`src/rtl/lab1_normalize_if.sv`:
```
// Handshake and result bundle between the sample source, lab1_normalize and the rounding stage.
interface lab1_normalize_if;
  logic        in_valid;
  logic        in_ready;
  logic [11:0] D;
  logic        out_valid;
  logic        out_ready;
  logic        S;
  logic [2:0]  E;
  logic [3:0]  F;
  logic        Fifth;

  modport master (
    output in_valid, D, out_ready,
    input  in_ready, out_valid, S, E, F, Fifth
  );

  modport slave (
    input  in_valid, D, out_ready,
    output in_ready, out_valid, S, E, F, Fifth
  );
endinterface

```
`src/rtl/lab1_normalize.sv`:
```
// Sequential front end of the 12-bit two's-complement to float converter:
// sign-magnitude conversion, then iterative leading-zero normalisation one shift per clock.
module lab1_normalize (
  input logic             clk,
  input logic             rst_n,
  lab1_normalize_if.slave bus
);

  localparam logic [1:0] IDLE  = 2'd0;
  localparam logic [1:0] CONV  = 2'd1;
  localparam logic [1:0] SHIFT = 2'd2;
  localparam logic [1:0] OUT   = 2'd3;

  logic [1:0]  state_q, state_d;
  logic [11:0] d_q, d_d;
  logic [11:0] w_q, w_d;
  logic [3:0]  lz_q, lz_d;
  logic        s_q, s_d;
  logic [2:0]  e_q, e_d;
  logic [3:0]  f_q, f_d;
  logic        fifth_q, fifth_d;

  logic [11:0] mag;
  logic        lz_full;

  // -2048 has no positive 12-bit counterpart, so it saturates to +2047.
  always_comb begin
    mag = d_q;
    if (d_q[11]) begin
      if (d_q == 12'h800) begin
        mag = 12'h7FF;
      end else begin
        mag = ~d_q + 12'd1;
      end
    end
  end

  assign lz_full = (lz_q == 4'd8);

  always_comb begin
    state_d = state_q;
    d_d     = d_q;
    w_d     = w_q;
    lz_d    = lz_q;
    s_d     = s_q;
    e_d     = e_q;
    f_d     = f_q;
    fifth_d = fifth_q;
    case (state_q)
      IDLE: begin
        if (bus.in_valid) begin
          d_d     = bus.D;
          state_d = CONV;
        end
      end
      CONV: begin
        w_d     = mag;
        s_d     = d_q[11];
        lz_d    = 4'd1;
        state_d = SHIFT;
      end
      SHIFT: begin
        // Once lz reaches 8 the exponent bottoms out at 0 and F is the raw low nibble.
        if (w_q[10] || lz_full) begin
          e_d     = lz_full ? 3'd0 : 3'(4'd8 - lz_q);
          f_d     = w_q[10:7];
          fifth_d = w_q[6];
          state_d = OUT;
        end else begin
          w_d  = w_q << 1;
          lz_d = lz_q + 4'd1;
        end
      end
      OUT: begin
        if (bus.out_ready) begin
          state_d = IDLE;
        end
      end
      default: state_d = IDLE;
    endcase
  end

  always_ff @(posedge clk or negedge rst_n) begin
    if (!rst_n) begin
      state_q <= IDLE;
      d_q     <= '0;
      w_q     <= '0;
      lz_q    <= '0;
      s_q     <= 1'b0;
      e_q     <= '0;
      f_q     <= '0;
      fifth_q <= 1'b0;
    end else begin
      state_q <= state_d;
      d_q     <= d_d;
      w_q     <= w_d;
      lz_q    <= lz_d;
      s_q     <= s_d;
      e_q     <= e_d;
      f_q     <= f_d;
      fifth_q <= fifth_d;
    end
  end

  assign bus.in_ready  = (state_q == IDLE);
  assign bus.out_valid = (state_q == OUT);
  assign bus.S         = s_q;
  assign bus.E         = e_q;
  assign bus.F         = f_q;
  assign bus.Fifth     = fifth_q;

endmodule

```
`src/flat_wrapper.sv`:
```
// flat-port wrapper written by rule: the top's interface ports become plain ports
module lab1_normalize_flat 
  (clk, rst_n, bus_in_valid, bus_D, bus_out_ready, bus_in_ready, bus_out_valid, bus_S, bus_E, bus_F, bus_Fifth);
  lab1_normalize_if bus_i ();
  input logic clk;
  input logic rst_n;
  input wire logic [$bits(bus_i.in_valid)-1:0] bus_in_valid;
  input wire logic [$bits(bus_i.D)-1:0] bus_D;
  input wire logic [$bits(bus_i.out_ready)-1:0] bus_out_ready;
  output wire logic [$bits(bus_i.in_ready)-1:0] bus_in_ready;
  output wire logic [$bits(bus_i.out_valid)-1:0] bus_out_valid;
  output wire logic [$bits(bus_i.S)-1:0] bus_S;
  output wire logic [$bits(bus_i.E)-1:0] bus_E;
  output wire logic [$bits(bus_i.F)-1:0] bus_F;
  output wire logic [$bits(bus_i.Fifth)-1:0] bus_Fifth;
  assign bus_i.in_valid = bus_in_valid;
  assign bus_i.D = bus_D;
  assign bus_i.out_ready = bus_out_ready;
  assign bus_in_ready = bus_i.in_ready;
  assign bus_out_valid = bus_i.out_valid;
  assign bus_S = bus_i.S;
  assign bus_E = bus_i.E;
  assign bus_F = bus_i.F;
  assign bus_Fifth = bus_i.Fifth;
  lab1_normalize u_core (.clk(clk), .rst_n(rst_n), .bus(bus_i));
endmodule
```
`config.mk`:
```
export PLATFORM = sky130hd
export DESIGN_NAME = lab1_normalize_flat
export DESIGN_NICKNAME = d
export VERILOG_FILES = /design/src/rtl/lab1_normalize_if.sv /design/src/rtl/lab1_normalize.sv /design/src/flat_wrapper.sv
export SDC_FILE = /design/constraint.sdc
export NUM_CORES = 1
export LEC_CHECK = 0
export BUFFER_PORTS_ARGS = -buffer_cell sky130_fd_sc_hd__buf_4
export CAP_MARGIN = 10
export CORE_ASPECT_RATIO = 1.5
export CORE_UTILIZATION = 40
export DETAILED_ROUTE_END_ITERATION = 10
export GPL_TIMING_DRIVEN = 1
export PLACE_DENSITY_LB_ADDON = 0.3
export SLEW_MARGIN = 20
export SYNTH_ARGS = -nofsm -noshare
export SYNTH_HDL_FRONTEND = slang
export SYNTH_SLANG_ARGS = --single-unit
```
`constraint.sdc`:
```
create_clock -name clk -period 3.5 [get_ports clk]
set_input_delay 0.175 -clock clk [delete_from_list [all_inputs] [get_ports clk]]
set_output_delay 0.175 -clock clk [all_outputs]
set_load 0.01 [all_outputs]
```
==> out/qor.csv, run 1 <==
metric,value,unit
Synth Cell Area,2000,µm²
CP startpoint kind,register,
Die Y,88.5,µm
Setup Skew,0.00647,ns
post-synthesis average cell area,11.0,µm²
Final Setup Violations,0,
worst skew pair latency,0.29,ns
worst setup margin,1.10,ns
Ys Warns,0,
first-pass GRT wire length,7000,µm
"Slew Viols, Final",0,
hold depth,2,
routability congestion estimate,0.826,
DIE AREA,5280,µm²
post-CTS setup buffer count,0,
Routed WL,3950,µm
Core Box Area,4810,µm²
n_diodes,0,
Final min period,2.40,ns
crit end category,register,
Leakage,1.07,nW
CP arrival,2.57,ns
Power Total,0.00219,W
TritonCTS buffer count,5,
"most common cell after layout, fill and taps aside",dfrtp_1,
Area Overhead vs Synth,17.7,%
drt drc,0,
vias in the first global route,1483,
FP Rows,31,
vias,1491,
Final period util,0.685,
largest net degree at the start of global routing,39,
I/O Buffers,26,
clock slew at reported path FFs,0.07,ns
peak supply drop,0.357,mV
Final Hold Viols,0,
post-synth net total,205,
RSZ-0062 raised after global routing,no,
router iterations before antenna repair,4,
worst-case clock buffer depth,2,
Iter 0 DRT Violations,50,
initial antenna violation count,0,
final hold slack,0.107,ns
Hold Path Sink,u_core.d_q[1]$_DFFE_PN0P_,
drt wl/cell,14.3,µm
die width,59.7,µm
Slew HR,0.494,
CTS tree,done,
post-route ant nets,0,
Avg Vias per Cell,5.40,
outcome,"finished, final reports clean",
fmax,417,MHz
share of cells above drive strength 1,0.267,
Synth Instances,182,
Reg2Reg Setup Slack,1.10,ns
RR Startpoint,u_core.state_q[0]$_DFFE_PN0P_,
sink count of the clock tree,38,
post-synthesis sequential area ratio,0.476,
GRT Total Usage,0.180,
worst reg-to-reg path cell count,6,
Critical Path Source,u_core.state_q[0]$_DFFE_PN0P_,
grt ovf,0,
setup TNS,0,ns
hold_sp,bus_D[1],
dpl ws,1.14,ns
initial core utilization,0.415,
H-tree levels,2,
fin nets,232,
Setup Crit Path Kind,register to register,
IO Count,27,
most frequent cells in the layout,"dfrtp_1, buf_4, mux2_2",
Synth cell types,43,
largest driver fanout on the critical path,11,
post-DP HPWL,2890,µm
Pwr Density,932,nW/µm²
Max-Cap Viols,0,
worst slew pin tran,0.758,ns
WP data required,3.68,ns
clock root buffer,clkbuf_8,
HP Class,input pin to register,
Synth Register Bits,38,
worst r2r dst,u_core.state_q[1]$_DFFE_PN0P_,
## worst max path at each step
| stage | end | slack, ns | cells past startpoint |
|---|---|---|---|
| after floorplan | u_core.state_q[1]$_DFFE_PN0P_ | 1.55 | 8 |
| after global placement | u_core.state_q[1]$_DFFE_PN0P_ | 1.18 | 6 |
| after detailed placement | u_core.state_q[1]$_DFFE_PN0P_ | 1.14 | 6 |
| after CTS | u_core.state_q[1]$_DFFE_PN0P_ | 1.12 | 6 |
| after global routing | u_core.state_q[1]$_DFFE_PN0P_ | 0.91 | 6 |
| final | u_core.state_q[1]$_DFFE_PN0P_ | 1.10 | 6 |
## per-layer routing
metal | up-vias | share of wire | GRT usage
li1 | 726 | - | -
met1 | 725 | 0.42 | 0.208
met2 | 33 | 0.54 | 0.303
met3 | 7 | 0.028 | 0.0365
met4 | 0 | 0.014 | 0.104
met5 | - | 0 | 0
## per-stage QoR
| stage | utilization | std cells | area, µm² |
|---|---|---|---|
| 2_1_floorplan | - | 182 | 2000 |
| 3_3_place_gp | 0.467 | 267 | 2250 |
| 3_5_place_dp | 0.467 | 267 | 2250 |
| 4_1_cts | 0.488 | 276 | 2350 |
| 5_1_grt | 0.488 | 276 | 2350 |
| 6_report | 0.488 | 276 | 2350 |
## cell type report
type                       instances  area [µm²]
clock buffer                       7        86.3
clock inverter                     1        5.00
fill                             469        2460
inverter                           9        33.8
multi-input combinational        127         977
sequential                        38         951
tap                               66        82.6
timing repair buffer              28         213
## cells by family (layout without fill, tap and decap cells)
| group | Yosys count | count (layout) | share of synthesized area |
|---|---|---|---|
| compound gates | 46 | 46 | 0.163 |
| xor+xnor | 6 | 6 | 0.0263 |
| fa+ha+maj | 7 | 7 | 0.0439 |
| buf+inv | 17 | 45 | 0.0339 |
| flops | 38 | 38 | 0.476 |
| mux | 21 | 21 | 0.117 |
| simple gates | 47 | 47 | 0.140 |
## sequential cells by signal, summed over array words and instances (netlist names)
name              count
u_core.bus.E          3
u_core.bus.F          4
u_core.bus.Fifth      1
u_core.bus.S          1
u_core.d_q           12
u_core.lz_q           4
u_core.state_q        2
u_core.w_q           11
## timing repair
item | 4_1_cts | 5_1_grt
endpoints found under the hold margin | 38 | 0
hold buffers | 1 | 0
resized for setup | 0 | 0
## report_power, final
| part | total, W | switching [W] | internal [W] |
|---|---|---|---|
| Clock | 0.000308 | 0.000149 | 0.000159 |
| Combinational | 0.00101 | 0.000490 | 0.000521 |
| Sequential | 0.000871 | 0.000224 | 0.000647 |
## critical path: stages, from the launching register on
cell and delay [ns]:
dfrtp_1 0.41, inv_1 0.09, ha_1 0.39, nor2b_1 0.54, and2_1 0.42, nor3_1 0.14
mux2_2 0.29
## synthesized netlist by cell type (all sizes together)
master   number  area [µm²]
or2           1        6.26
nor4          2        12.5
a31oi         8        50.1
a22o          3        26.3
buf           3        15.0
o311ai        2        17.5
nand3b        2        18.8
o21ai         7        35.0
xor2          5        43.8
and2          1        6.26
a22oi         1        7.51
a211oi        1        7.51
mux2         18         203
a21o          6        45.0
nand3         1        5.00
inv           9        33.8
nor3          4        20.0
dfrtp        38         951
nand2        10        37.5
or3           2        12.5
nor2b         7        43.8
o31ai         4        30.0
mux2i         3        30.0
or4           2        18.8
o2bb2ai       1        8.76
nand2b        3        18.8
nor4b         2        17.5
a41oi         3        33.8
clkbuf        5        18.8
and3b         3        26.3
nor3b         1        7.51
nor2          4        15.0
nand4         1        6.26
o32a          2        20.0
a32oi         1        8.76
a21oi         7        35.0
and3          1        6.26
xnor2         1        8.76
ha            7        87.6
Power figures use the tool's default switching activity.
==> run 2, diff against run 1 <==
Clock period 3.5 ns to 2.3 ns, I/O delays scaled along.
==> run 2 against run 1 <==
Net effect: first-iteration DRC count unchanged; fmax up 22%; clock skew up 0.0049 ns; clock power up 130%.
==> out/qor.csv, run 2 (synthesized netlist as in run 1, its figures left out) <==
metric,value,unit,change
WP data required,2.52,ns,-1.16 ns
die width,59.7,µm,unchanged
TritonCTS buffer count,5,,unchanged
grt ovf,0,,unchanged
Iter 0 DRT Violations,50,,unchanged
CP startpoint kind,register,,
IO Count,27,,unchanged
clock slew at reported path FFs,0.08,ns,about the same
max reg flops,12,,unchanged
first-pass GRT wire length,6820,µm,-2.6%
Leakage,1.13,nW,+4.9%
Slew HR,0.676,,+0.182
vias,1518,,+1.8%
H-tree levels,2,,unchanged
CP arrival,2.19,ns,-0.38 ns
RR Startpoint,u_core.d_q[0]$_DFFE_PN0P_,,
drt wl/cell,13.8,µm,-3.4%
CTS tree,done,,
Core Box Area,4810,µm²,unchanged
largest driver fanout on the critical path,9,,-2
Pwr Density,1480,nW/µm²,+59%
GRT Total Usage,0.174,,-0.00594
Final min period,1.97,ns,-0.425 ns
met3 routed WL,116,µm,+6.4%
CTS resizes,0,,unchanged
"Most flops, register",u_core.d_q,,
largest net degree at the start of global routing,39,,unchanged
I/O Buffers,26,,unchanged
cells along the critical path,inv_1 > ha_1 > nor4b_1 > a41oi_2 > and3b_1 > o21ai_1,,
Final period util,0.857,,+0.172
RSZ-0062 raised after global routing,no,,
post-DP HPWL,2900,µm,+0.37%
worst skew pair latency,0.30,ns,about the same
Routed WL,3900,µm,-1.3%
worst-case clock buffer depth,2,,unchanged
routability congestion estimate,0.842,,+2.0%
max incr delay on CP,0.43,ns,-0.11 ns
vias in the first global route,1486,,+0.20%
most frequent cells in the layout,"dfrtp_1, buf_4, mux2_2",,
Area Overhead vs Synth,22.5,%,
Post-Route M1 WL,1630,µm,-2.6%
sink count of the clock tree,38,,unchanged
post-CTS setup buffer count,0,,unchanged
Reg2Reg Setup Slack,0.33,ns,-0.78 ns
met2 routed WL,2030,µm,-4.1%
outcome,"finished, final reports clean",,
"most common cell after layout, fill and taps aside",dfrtp_1,,
worst r2r dst,u_core.w_q[4]$_DFFE_PN0P_,,
DIE AREA,5280,µm²,unchanged
Placed Instances,273,,+2.2%
n_diodes,0,,unchanged
top sig layer,met4,,
setup TNS,0,ns,unchanged
worst path bufs/invs,1,,unchanged
Top delay family on crit path,simple AND/OR/NAND/NOR gates,,
Hold Path Sink,u_core.d_q[11]$_DFFE_PN0P_,,
clock root buffer,clkbuf_8,,
Final Setup Violations,0,,unchanged
Critical Path Source,u_core.d_q[0]$_DFFE_PN0P_,,
CP max-delay cell,dfrtp_1,,
Die Y,88.5,µm,unchanged
hold depth,2,,unchanged
worst slew pin tran,0.486,ns,-0.273 ns
WP depth,6,,unchanged
fin cells,282,,+2.2%
drt drc,0,,unchanged
crit end category,register,,
hold_sp,bus_D[11],,
largest registers,"u_core.d_q (12), u_core.w_q (11)",,
Setup Crit Path Kind,register to register,,
initial antenna violation count,0,,unchanged
peak supply drop,0.684,mV,+92%
"Slew Viols, Final",0,,unchanged
Final Hold Viols,0,,unchanged
worst reg-to-reg path cell count,6,,unchanged
FP Rows,31,,unchanged
Setup Skew,0.0114,ns,+0.00490 ns
fmax,507,MHz,+22%
HP Class,input pin to register,,
Max-Cap Viols,0,,unchanged
initial core utilization,0.415,,unchanged
Avg Vias per Cell,5.38,,-0.36%
post-route ant nets,0,,unchanged
router iterations before antenna repair,4,,unchanged
fin nets,238,,+2.6%
share of cells above drive strength 1,0.292,,+0.0250
-- run 2: changes by cell type in the layout (fill, tap and decap cells not counted) --
cell and delta:
buf_4 +6, bufinv_16 +2, clkbuf_1 -1, clkinv_2 -1
-- run 2: timing repair --
action	in CTS	in global routing
hold buffers	1	0
hold endpoints to repair	38	0
endpoints found under the setup margin	0	0
-- run 2: per-stage QoR --
step	hold slack [ns]	util	area, µm²	setup slack, ns	power (W)
6_report	0.0525	0.508	2440	0.328	0.00362
5_1_grt	0.0485	0.508	2440	0.114	0.00391
4_1_cts	0.0471	0.508	2440	0.351	0.00365
3_5_place_dp	0.114	0.477	2290	0.354	0.00294
3_3_place_gp	0.110	0.477	2290	0.402	0.00289
2_1_floorplan	-0.181	-	2000	0.350	0.00243
-- run 2: area by class of cell --
cell class                      count  area, µm²
Sequential cell                    38        951
Clock buffer                        6       82.6
Tap cell                           66       82.6
Multi-Input combinational cell    127        977
Clock inverter                      2       60.1
Timing Repair Buffer               34        258
Fill cell                         481       2360
Inverter                            9       33.8
-- run 2: worst max-delay path by stage --
| stage | to | slack, ns |
|---|---|---|
| final | u_core.w_q[4]$_DFFE_PN0P_ | 0.33 |
| after global routing | u_core.w_q[4]$_DFFE_PN0P_ | 0.11 |
| after CTS | u_core.w_q[4]$_DFFE_PN0P_ | 0.35 |
| after detailed placement | u_core.w_q[4]$_DFFE_PN0P_ | 0.35 |
| after global placement | u_core.state_q[1]$_DFFE_PN0P_ | 0.40 |
| after floorplan | u_core.state_q[1]$_DFFE_PN0P_ | 0.35 |
-- run 2: power breakdown --
group	total (W)	internal (W)	switching (W)	leakage (nW)
clock	0.000700	0.000463	0.000237	0.0714
sequential	0.00132	0.000984	0.000338	0.464
combinational	0.00160	0.000851	0.000747	0.593
total	0.00362	0.00230	0.00132	1.13
-- run 2: layer usage --
layer | vias to the layer above | global-route usage
li1 | 737 | -
met1 | 733 | 0.194
met2 | 37 | 0.304
met3 | 11 | 0.0351
met4 | 0 | 0.0930
met5 | - | 0
==> run 3, diff against run 2 <==
Settings changed: PLACE_DENSITY_LB_ADDON 0.3 to 0.25.
==> run 3 against run 2 <==
Net effect: design area down 2.1%; count of clock-buffer cells in the layout up 1; global-route usage fell by 0.54 points; non-clock buffer count stayed put; combinational power hardly changed; core utilization fell by 1.1 points; sequential power is essentially flat; register-to-register slack better by 0.06 ns; flip-flop and latch count did not move; sequential share of layout area increased by 0.83 points; first-iteration DRC count decreased by 2.0%; largest cell class unchanged; largest power group unchanged.
==> out/qor.csv, run 3 (synthesized netlist as in run 1, its figures left out) <==
metric,value,unit,change
Slew HR,0.689,,+0.0127
setup TNS,0,ns,unchanged
largest net degree at the start of global routing,39,,unchanged
area of the multi-input gates,977,µm²,unchanged
Final Setup Violations,0,,unchanged
outcome,"finished, final reports clean",,
Final min period,1.91,ns,-0.0579 ns
CTS resizes,0,,unchanged
post-DP HPWL,2960,µm,+1.9%
drt wl/cell,13.8,µm,-0.18%
post-CTS setup buffer count,0,,unchanged
Final period util,0.832,,-0.0252
"most common cell after layout, fill and taps aside",dfrtp_1,,
worst slew pin tran,0.460,ns,-0.0256 ns
HP Class,input pin to register,,
Iter 0 DRT Violations,49,,-2.0%
worst path bufs/invs,1,,unchanged
RSZ-0062 raised after global routing,no,,
worst-case clock buffer depth,2,,unchanged
sequential cell area,951,µm²,unchanged
register share of total power,0.392,,+0.027
Logic pwr share,0.472,,+0.031
Filler Cell Count,475,,-1.2%
largest driver fanout on the critical path,10,,+1
IO Count,27,,unchanged
met2 routed WL,2040,µm,+0.69%
Post-DP Area,2290,µm²,unchanged
n_diodes,0,,unchanged
DIE AREA,5280,µm²,unchanged
peak supply drop,0.624,mV,-8.9%
Die Y,88.5,µm,unchanged
fmax,523,MHz,+3.0%
FP Rows,31,,unchanged
Setup Skew,0.00455,ns,-0.00683 ns
router iterations before antenna repair,4,,unchanged
Routed WL,3900,µm,-0.18%
GRT Total Usage,0.169,,-0.00537
Power Total,0.00339,W,-6.2%
crit end category,register,,
clock root buffer,clkbuf_8,,
max reg flops,12,,unchanged
Leakage,1.10,nW,-2.1%
vias in the first global route,1435,,-3.4%
CP max-delay cell,dfrtp_1,,
die width,59.7,µm,unchanged
Core Box Area,4810,µm²,unchanged
final instance area,2390,µm²,-2.1%
worst skew pair latency,0.29,ns,about the same
CTS tree,done,,
WP data required,2.48,ns,-0.04 ns
Area Overhead vs Synth,19.9,%,
Final Hold Viols,0,,unchanged
most frequent cells in the layout,"dfrtp_1, buf_4, mux2_2",,
met3 routed WL,105,µm,-9.5%
grt ovf,0,,unchanged
switching power,0.00131,W,-0.70%
post-route ant nets,0,,unchanged
clock slew at reported path FFs,0.07,ns,about the same
top sig layer,met4,,
TritonCTS buffer count,5,,unchanged
Pwr Density,1420,nW/µm²,-4.2%
fin nets,238,,unchanged
first-pass GRT wire length,6600,µm,-3.1%
vias,1475,,-2.8%
Top delay family on crit path,simple AND/OR/NAND/NOR gates,,
H-tree levels,2,,unchanged
Sw Share,0.387,,+0.0216
Post-Route M1 WL,1630,µm,about the same
"Slew Viols, Final",0,,unchanged
CP arrival,2.09,ns,-0.10 ns
Setup Crit Path Kind,register to register,,
I/O Buffers,26,,unchanged
Avg Vias per Cell,5.23,,-2.8%
max incr delay on CP,0.42,ns,about the same
share of cells above drive strength 1,0.287,,-0.00463
initial core utilization,0.415,,unchanged
routability congestion estimate,0.869,,+3.2%
Clk network pwr share,0.137,,-0.056
internal power,0.00208,W,-9.4%
cells along the critical path,inv_1 > ha_1 > nand3b_2 > and2_1 > nor3_1 > mux2_2,,
Max-Cap Viols,0,,unchanged
drt drc,0,,unchanged
final hold slack,0.0522,ns,-0.000274 ns
largest registers,"u_core.d_q (12), u_core.w_q (11)",,
CP startpoint kind,register,,
sink count of the clock tree,38,,unchanged
"Most flops, register",u_core.d_q,,
initial antenna violation count,0,,unchanged
## run 3: stage by stage
step	util	worst slack [ns]	cells
finish	0.498	0.386	282
global route	0.498	0.145	282
CTS	0.498	0.378	282
detailed placement	0.477	0.397	273
global placement	0.477	0.404	273
floorplan	-	0.350	182
## run 3: metal layers
metal	vias up	global-route usage
met4	0	0.0909
li1	735	-
met2	32	0.294
met3	13	0.0351
met5	-	0
met1	695	0.188
## run 3: power by group through the flow
stage / Combinational [W] / Clock (W) / Sequential [W]
after CTS: 0.00162 / 0.000484 / 0.00133
after floorplan: 0.00119 / 0 / 0.00124
final: 0.00160 / 0.000465 / 0.00133
after global routing: 0.00180 / 0.000505 / 0.00137
after detailed placement: 0.00161 / 0 / 0.00134
after global placement: 0.00159 / 0 / 0.00132
## run 3: path summary, 6_finish.rpt
path,start,end,slack (ns),depth (start not counted)
min reg2reg,u_core.bus.E[2]$_DFFE_PN0P_,u_core.bus.E[2]$_DFFE_PN0P_,0.48,2
max reg2reg,u_core.lz_q[0]$_DFFE_PN0P_,u_core.state_q[1]$_DFFE_PN0P_,0.39,6
max in group asynchronous,rst_n,u_core.w_q[4]$_DFFE_PN0P_,1.65,2
min in group asynchronous,rst_n,u_core.bus.F[1]$_DFFE_PN0P_,0.32,2
min,bus_D[4],u_core.d_q[4]$_DFFE_PN0P_,0.05,2
max,u_core.lz_q[0]$_DFFE_PN0P_,u_core.state_q[1]$_DFFE_PN0P_,0.39,6
## run 3: layout make-up
| type | instances | area share |
|---|---|---|
| clock buffers | 7 | 0.0361 |
| flip-flops and latches | 38 | 0.397 |
| well taps | 66 | 0.0345 |
| clock inverters | 1 | 0.00209 |
| repair buffers | 34 | 0.108 |
| multi-input cells | 127 | 0.408 |
| inverters | 9 | 0.0141 |
## run 3: what timing repair did
item	4_1_cts	5_1_grt
hold buffers	1	0
endpoints found under the setup margin	0	0
hold endpoints to repair	38	0
## run 3: worst register-to-register path, delay by kind of cell (launching register included)
family / cells / cell delay, ns
fa+ha+maj: 1 / 0.23
simple gates: 3 / 0.69
mux: 1 / 0.37
buf+inv: 1 / 0.11
flops: 1 / 0.42
